$ cat src/rtl/inst_fetch.sv
// inst_fetch -- IF-stage instruction-fetch bus master.
//
// Reads the current PC each cycle and issues a read on the instruction bus.
// The returned word and its PC go into the IF/ID register (if_*). pc_enable
// tells the PC stage when to advance, or when to take a redirect during flush.
// A one-entry hold buffer absorbs a word that completes while decode is
// stalled. A fetch that is still outstanding when a flush arrives is drained
// and its data discarded.
//
// Optional feature macro: INST_FETCH_ADDR_CHECK_EN
//   Defined   : a misaligned PC (pc[1:0] != 0) is not sent to the bus. Instead
//               a NOP tagged with if_exc_addr=1 is delivered, and the block
//               parks in ERR until a flush.
//   Undefined : if_exc_addr is always 0 and ibus_address[1:0] is forced to 0.
//
// Ports:
//   clk           in   system clock, all state on posedge
//   rst_n         in   asynchronous active-low reset
//   pc[31:0]      in   current PC from the PC stage
//   pc_enable     out  PC advance/redirect strobe (combinational)
//   flush         in   redirect request (branch/exception/debug)
//   ibus_address  out  instruction bus address (combinational)
//   ibus_read     out  read request, held until accepted
//   ibus_rddata   in   read data, valid when ibus_read && !ibus_stall
//   ibus_stall    in   bus wait state
//   id_ready      in   decode accepts if_* this cycle
//   if_valid      out  IF/ID register holds a valid instruction
//   if_pc[31:0]   out  PC of if_inst
//   if_inst[31:0] out  fetched instruction (NOP_INSTR when empty)
//   if_exc_addr   out  fetch address error, qualified by if_valid
module inst_fetch #(
  parameter logic [31:0] NOP_INSTR = 32'h0000_0000
) (
  input  logic        clk,
  input  logic        rst_n,
  input  logic [31:0] pc,
  output logic        pc_enable,
  input  logic        flush,
  output logic [31:0] ibus_address,
  output logic        ibus_read,
  input  logic [31:0] ibus_rddata,
  input  logic        ibus_stall,
  input  logic        id_ready,
  output logic        if_valid,
  output logic [31:0] if_pc,
  output logic [31:0] if_inst,
  output logic        if_exc_addr
);

`ifdef INST_FETCH_ADDR_CHECK_EN
  typedef enum logic [2:0] {S_IDLE, S_FETCH, S_HOLD, S_DRAIN, S_ERR} state_t;
`else
  typedef enum logic [2:0] {S_IDLE, S_FETCH, S_HOLD, S_DRAIN} state_t;
`endif

  state_t      state;
  logic [31:0] hold_pc;
  logic [31:0] hold_inst;
  logic [31:0] drain_addr;

  logic        slot_free;
  logic        addr_err;
  logic        fetch_done;
  logic        flush_act;
  logic [31:0] addr_sel;

  // The output register can take a new word if it is empty, or if its
  // current word is consumed this cycle.
  assign slot_free = !if_valid || id_ready;

`ifdef INST_FETCH_ADDR_CHECK_EN
  assign addr_err = (state == S_FETCH) && (pc[1:0] != 2'b00);
`else
  assign addr_err = 1'b0;
`endif

  assign fetch_done = (state == S_FETCH) && !addr_err && !ibus_stall;
  // A flush in IDLE is ignored because no request has been issued yet.
  assign flush_act  = flush && (state != S_IDLE);

  always_comb begin
    ibus_read = ((state == S_FETCH) && !addr_err) || (state == S_DRAIN);
    addr_sel  = (state == S_DRAIN) ? drain_addr : pc;
`ifdef INST_FETCH_ADDR_CHECK_EN
    ibus_address = addr_sel;
`else
    ibus_address = addr_sel & 32'hFFFF_FFFC;
`endif
    // A completed fetch always advances the PC. If the slot is busy, the
    // word is parked in the hold buffer instead of being refetched.
    pc_enable = flush_act || fetch_done;
  end

  always_ff @(posedge clk or negedge rst_n) begin
    if (!rst_n) begin
      state       <= S_IDLE;
      if_valid    <= 1'b0;
      if_pc       <= 32'h0;
      if_inst     <= NOP_INSTR;
      if_exc_addr <= 1'b0;
      hold_pc     <= 32'h0;
      hold_inst   <= 32'h0;
      drain_addr  <= 32'h0;
    end else begin
      // Default: decode consumed the current word and nothing replaces it.
      // The branches below override this when a word is loaded.
      if (id_ready) begin
        if_valid    <= 1'b0;
        if_inst     <= NOP_INSTR;
        if_exc_addr <= 1'b0;
      end

      if (flush_act) begin
        if_valid    <= 1'b0;
        if_inst     <= NOP_INSTR;
        if_exc_addr <= 1'b0;
      end

      case (state)
        S_IDLE: state <= S_FETCH;

        S_FETCH: begin
          if (flush) begin
            // An outstanding read cannot be withdrawn, so keep presenting it
            // and discard the data when it completes.
            if (ibus_stall) begin
              drain_addr <= pc;
              state      <= S_DRAIN;
            end else begin
              state <= S_FETCH;
            end
          end else if (addr_err) begin
            // The error word waits in FETCH (pc_enable=0) until the slot is free.
            if (slot_free) begin
              if_valid    <= 1'b1;
              if_pc       <= pc;
              if_inst     <= NOP_INSTR;
              if_exc_addr <= 1'b1;
`ifdef INST_FETCH_ADDR_CHECK_EN
              state       <= S_ERR;
`endif
            end
          end else if (!ibus_stall) begin
            if (slot_free) begin
              if_valid    <= 1'b1;
              if_pc       <= pc;
              if_inst     <= ibus_rddata;
              if_exc_addr <= 1'b0;
            end else begin
              hold_pc   <= pc;
              hold_inst <= ibus_rddata;
              state     <= S_HOLD;
            end
          end
        end

        S_HOLD: begin
          if (flush) begin
            state <= S_FETCH;
          end else if (id_ready) begin
            if_valid    <= 1'b1;
            if_pc       <= hold_pc;
            if_inst     <= hold_inst;
            if_exc_addr <= 1'b0;
            state       <= S_FETCH;
          end
        end

        S_DRAIN: begin
          // A flush here only redirects the PC. The drained read still has to
          // finish, so DRAIN is left only when the bus accepts it.
          if (!ibus_stall) state <= S_FETCH;
        end

`ifdef INST_FETCH_ADDR_CHECK_EN
        S_ERR: begin
          if (flush) state <= S_FETCH;
        end
`endif

        default: state <= S_IDLE;
      endcase
    end
  end

endmodule

$ cat config.mk
export PLATFORM = sky130hd
export DESIGN_NAME = inst_fetch
export DESIGN_NICKNAME = d
export VERILOG_FILES = /design/src/rtl/inst_fetch.sv
export SDC_FILE = /design/constraint.sdc
export NUM_CORES = 1
export LEC_CHECK = 0
export CORE_MARGIN = 1.5
export CORE_UTILIZATION = 30
export DETAILED_ROUTE_END_ITERATION = 10
export PLACE_DENSITY = 0.61
export SLEW_MARGIN = 10
export SYNTH_ARGS = -nofsm -noshare
export SYNTH_HDL_FRONTEND = slang
export SYNTH_SLANG_ARGS = --single-unit
$ cat constraint.sdc
create_clock -name clk -period 4.2 [get_ports clk]
set_clock_uncertainty 0.15 [all_clocks]
set_input_delay 0.84 -clock clk [delete_from_list [all_inputs] [get_ports clk]]
set_output_delay 0.84 -clock clk [all_outputs]
set_load 0.05 [all_outputs]
==> out/results.ini, run 1 <==
[critical_path]
crit_fanout = 16
cp.arrival_ns = 2.73
cp.required_ns = 3.21
rrSetupSlack_ns = 1.51
path_class = flop to output port
end_kind = output port
reg2regPathDepth = 4
r2r-start = state[1]
start_kind = flop
worstReg2RegEnd = drain_addr[22]

[timing]
tns_ns = 0
finalSetupViolations = 0
worst_slew_pin_slew_ns = 0.879
rsz0062_at_grt = false
final_max_slew_viol_count = 0
fin_ws_ns = 0.480
relSlewSlack_pct = 41.4
finalCritPeriodShare_pct = 88.6
max_freq_mhz = 269
hold_viol = 0
fin_crit_ns = 3.72

[global_routing]
grt_pass1_wl_um = 27500
grt_pass1_vias = 5144
grtUsageTotal_pct = 14.1
grt_max_degree = 84
antenna_found_initial = 0
overflow = 0

[clock_network]
postCtsSetupBuffers = 0
cts_made_buffers = 17
cts_buffer_depth = 2
cts_hold_buf = 0
clockRootBuffer = clkbuf_16
post_cts_resized = 0
clk_pin_slew_ns = 0.07
clk-insertion-delay-late_ns = 0.41
tritoncts = yes
clkSinkCount = 162
h-tree-depth = 4

[finish]
drive_gt1_share_pct = 27.9
layout.nets = 759
area_delta_synth_final_pct = 34.7
final_cell_mix = 164 x clkdlybuf4s50_1, 162 x dfrtp_1, 119 x mux2_2
final_common_cell = clkdlybuf4s50_1
final.fill_count = 2216
n_antenna_cell = 0

[synth]
synth-main-ff-cell = dfrtp_1
ys_ff_latch = 162
synth_xor_area_share_pct = 0
synthArstFlopShare_pct = 100
postSynthCellCount = 530
synth_top_family_by_area = multiplexers
synth_mux_area_share_pct = 23.6
yosysWarnings = 0
seq_area_frac_synth_pct = 55.8
synth-simple-area-share_pct = 3.55
synth_area_sq_um = 7260
yosys.area_share.adder_pct = 0.861
synth-compound-area-share_pct = 12.3
ys_types = 45
synth_edf_count = 0
syn_avg_cell_area_sq_um = 13.7

[routing]
wl_um = 17200
drt_first_iter_violations = 217
ant_nets = 0
vias_per_cell = 4.76
drt-pass1-iter-count = 4
vias = 4845
wl_per_cell_um = 16.9
remaining_drc_errors = 0

[die]
ioPinCount = 169
start_util_pct = 30.8
rows = 56
core_area_sq_um = 23600
die_w_um = 159
dieArea_sq_um = 25100
die_h_um = 159

[run]
drv_cap = 0

[pwr]
p_int_mw = 4.20
sw_frac_of_total_pct = 40.9
switching_power_mw = 2.91
pwr-share-clk_pct = 22.5
comb_power_share_pct = 43.8
leakage_nw = 4.24
p_per_area_nw_per_um2 = 727
irDropWorstVdd_mv = 0.377
seq_power_share_pct = 33.7

[place]
place_congestion = 0.808
pre_cts_ws_ns = 0.752
io_buffers = 166
dp_hpwl_um = 11500

[hold_path]
hold_path_class = primary input to asynchronous set/reset pin

[run_status]
outcome = finished, final reports clean

flip-flops by register name (all words and copies together), names as in the netlist:
signal and flops:
drain_addr 30, hold_inst 32, hold_pc 32, if_exc_addr 1
if_inst 32, if_pc 32, if_valid 1, state 2
worst max-delay path, stage by stage, from the launching register on:
cell and delay (ns):
dfrtp_1 0.42, ha_2 0.51, buf_4 0.30, mux2_2 0.36, clkdlybuf4s50_1 0.71
synth_stat cells (2+ instances only):
master | number | area [sq um]
dfrtp_1 | 162 | 4050
mux2_2 | 119 | 1340
a22o_1 | 45 | 394
nand2_1 | 33 | 124
mux2i_1 | 32 | 320
o21ai_0 | 26 | 130
a22o_2 | 19 | 190
buf_2 | 15 | 75.1
buf_4 | 9 | 67.6
clkbuf_1 | 9 | 33.8
o21ai_1 | 8 | 40.0
buf_6 | 7 | 78.8
ha_1 | 5 | 62.6
mux2_1 | 5 | 56.3
inv_1 | 3 | 11.3
nand2b_1 | 3 | 18.8
a21oi_1 | 2 | 10.0
power by group through the flow:
stage	logic [mW]	clock network, mW	registers (mW)
floorplan	1.50	0	3.04
CTS	3.15	1.64	2.40
detailed placement	3.14	0	2.42
finish	3.11	1.60	2.40
global placement	3.10	0	2.39
global route	3.31	1.72	2.47
logic make-up (layout without fill, tap and decap cells):
| group | after synthesis | count (layout) |
|---|---|---|
| other cells | 1 | 2 |
| mux | 156 | 156 |
| compound gates | 111 | 111 |
| flops | 162 | 162 |
| fa+ha+maj | 5 | 5 |
| simple gates | 50 | 50 |
| buf+inv | 45 | 212 |
final cells by class:
| type | count | area [sq um] | area share [%] |
|---|---|---|---|
| clock buffer | 18 | 439 | 4.49 |
| clock inverter | 14 | 173 | 1.77 |
| inverter | 4 | 15.0 | 0.153 |
| multi-input combinational | 324 | 2950 | 30.2 |
| sequential | 162 | 4050 | 41.4 |
| tap | 319 | 399 | 4.08 |
| timing repair buffer | 176 | 1750 | 17.9 |
layer usage:
| layer | wire (um) | GRT usage [%] | up-vias |
|---|---|---|---|
| met1 | 7940 | 18.6 | 2453 |
| li1 | - | - | 2249 |
| met5 | 0 | 0 | - |
| met3 | 1250 | 4.46 | 10 |
| met2 | 7920 | 22.4 | 133 |
| met4 | 112 | 3.52 | 0 |
how the worst max path moves through the flow:
stage                                 end  startpoint  cells after the start
final                     ibus_address[3]    state[1]                      4
after global routing      ibus_address[3]    state[1]                      4
after CTS                 ibus_address[3]    state[1]                      4
after detailed placement    hold_inst[16]    id_ready                      5
after global placement      hold_inst[16]    id_ready                      5
after floorplan                 pc_enable       flush                      3
metrics by stage:
step | hold slack, ns | instances | area, sq um | util [%] | power, mW
6_report | 0.311 | 1017 | 9780 | 41.4 | 7.11
5_1_grt | 0.350 | 1017 | 9780 | 41.4 | 7.50
4_1_cts | 0.347 | 1017 | 9780 | 41.4 | 7.20
3_5_place_dp | 0.331 | 985 | 9170 | 38.8 | 5.56
3_3_place_gp | 0.316 | 985 | 9170 | 38.8 | 5.49
2_1_floorplan | 0.315 | 531 | 7270 | - | 4.54
No activity file was read; power rests on OpenSTA's default activity.
==> run 2, diff against run 1 <==
SLEW_MARGIN = 20   (was 10)
==> results of run 2 <==
The final DEF is identical to that of run 1; final timing and power are the same.
==> run 3, diff against run 2 <==
CORE_UTILIZATION = 54   (was 30)
PLACE_DENSITY = 0.93   (was 0.61)
TNS_END_PERCENT = 1   (was not set)
==> out/results.ini, run 3 (synthesis gave the netlist of run 1 again) <==
[clock_network]
post_cts_resized = 0  ; unchanged
cts_made_buffers = 17  ; unchanged
cts_buffer_depth = 2  ; unchanged
clk-insertion-delay-late_ns = 0.42  ; about the same
clkSinkCount = 162  ; unchanged
tritoncts = yes
cts_hold_buf = 0  ; unchanged
h-tree-depth = 4  ; unchanged
clockRootBuffer = clkbuf_16
clk_pin_slew_ns = 0.06  ; about the same
postCtsSetupBuffers = 0  ; unchanged

[critical_path]
slowest_delay_ns = 0.70  ; about the same
crit_path_cell_trace = ha_2 -> buf_4 -> mux2_2 -> clkdlybuf4s50_1
r2r-start = state[1]
cp.required_ns = 3.21  ; about the same
crit_family = buffers and inverters
crit_cells = 4  ; unchanged
start_kind = flop
reg2regPathDepth = 5  ; +1
end_kind = output port
path_class = flop to output port
crit_fanout = 22  ; +6
crit_buf_inv = 2  ; unchanged
crit_slowest_cell = clkdlybuf4s50_1
cp.arrival_ns = 2.73  ; about the same
worstSetupStartpoint = state[1]

[pwr]
irDropWorstVdd_mv = 0.412  ; +9.4%
leakage_nw = 4.24  ; about the same
p_per_area_nw_per_um2 = 738  ; +1.5%

[die]
ioPinCount = 169  ; unchanged
rows = 42  ; -25%
dieArea_sq_um = 14200  ; -44%
die_w_um = 119  ; -25%
core_area_sq_um = 13200  ; -44%
start_util_pct = 55.1  ; +24 points
die_h_um = 119  ; -25%

[routing]
vias_per_cell = 5.75  ; +21%
wl_um = 16600  ; -3.7%
remaining_drc_errors = 0  ; unchanged
vias = 5027  ; +3.8%
ant_nets = 0  ; unchanged
drt-pass1-iter-count = 4  ; unchanged
drt_first_iter_violations = 254  ; +17%
wl_per_cell_um = 19.0  ; +12%

[timing]
finalCritPeriodShare_pct = 88.5  ; about the same
tns_ns = 0  ; unchanged
hold_viol = 0  ; unchanged
max_freq_mhz = 269  ; about the same
rsz0062_at_grt = false
fin_crit_ns = 3.72  ; -0.00128 ns
final_max_slew_viol_count = 0  ; unchanged
finalSetupViolations = 0  ; unchanged
worst_slew_pin_slew_ns = 0.906  ; +0.0270 ns
relSlewSlack_pct = 39.5  ; -1.9 points

[global_routing]
grt_pass1_wl_um = 27500  ; +0.10%
grt_max_degree = 90  ; +7.1%
overflow = 0  ; unchanged
grt_pass1_vias = 5499  ; +6.9%
antenna_found_initial = 0  ; unchanged
grtUsageTotal_pct = 24.9  ; +11 points

[place]
io_buffers = 166  ; unchanged
dpl_cell_area_sq_um = 8990  ; -2.0%
place_congestion = 0.764  ; -5.4%
dp_hpwl_um = 11000  ; -4.5%

[hold_path]
hold_path_class = primary input to asynchronous set/reset pin

[finish]
final_common_cell = clkdlybuf4s50_1
drive_gt1_share_pct = 27.9  ; -0.040 points
design_area_sq_um = 9590  ; -2.0%
final_cell_mix = 164 x clkdlybuf4s50_1, 162 x dfrtp_1, 119 x mux2_2
area_delta_synth_final_pct = 32.0
n_antenna_cell = 0  ; unchanged
layout.nets = 760  ; +0.13%
multi_input_area_sq_um = 2950  ; unchanged
final.fill_count = 839  ; -62%
seq_area_sq_um = 4050  ; unchanged

[run]
drv_cap = 0  ; unchanged

[run_status]
outcome = finished, final reports clean

-- run 3: where the power goes --
part | internal [mW] | switching, mW
Combinational | 1.19 | 1.93
Clock | 0.926 | 0.618
Sequential | 2.10 | 0.305
-- run 3: path summary, 6_finish.rpt --
kind	to	slack, ns
setup / recovery	ibus_address[22]	0.48
hold / removal	if_inst[7]	0.32
setup reg to reg	hold_inst[14]	1.37
hold reg to reg	if_pc[0]	0.33
max in group asynchronous	hold_pc[19]	2.68
min in group clk	if_pc[0]	0.33
-- run 3: metal layers --
metal | GRT usage, % | up-vias | routed length, um
met5 | 0 | - | 0
met4 | 10.2 | 0 | 391
met2 | 42.2 | 187 | 8510
met1 | 29.7 | 2543 | 6620
li1 | - | 2261 | -
met3 | 7.52 | 36 | 1060
-- run 3: metrics by stage --
| step | utilization [%] | setup slack, ns | total power [mW] | cells | hold slack, ns |
|---|---|---|---|---|---|
| 2_1_floorplan | - | 1.55 | 4.54 | 531 | 0.315 |
| 3_3_place_gp | 68.1 | 0.843 | 5.40 | 843 | 0.313 |
| 3_5_place_dp | 68.1 | 0.764 | 5.54 | 843 | 0.322 |
| 4_1_cts | 72.7 | 0.450 | 7.12 | 875 | 0.333 |
| 5_1_grt | 72.7 | 0.370 | 7.41 | 875 | 0.358 |
| 6_report | 72.7 | 0.481 | 7.07 | 875 | 0.318 |
-- run 3: area by class of cell --
cell class                 count  area share [%]
tap                          176            2.30
clock buffer                  21            4.91
multi-input combinational    324            30.8
inverter                       4           0.157
timing repair buffer         177            18.2
clock inverter                11            1.34
sequential                   162            42.3
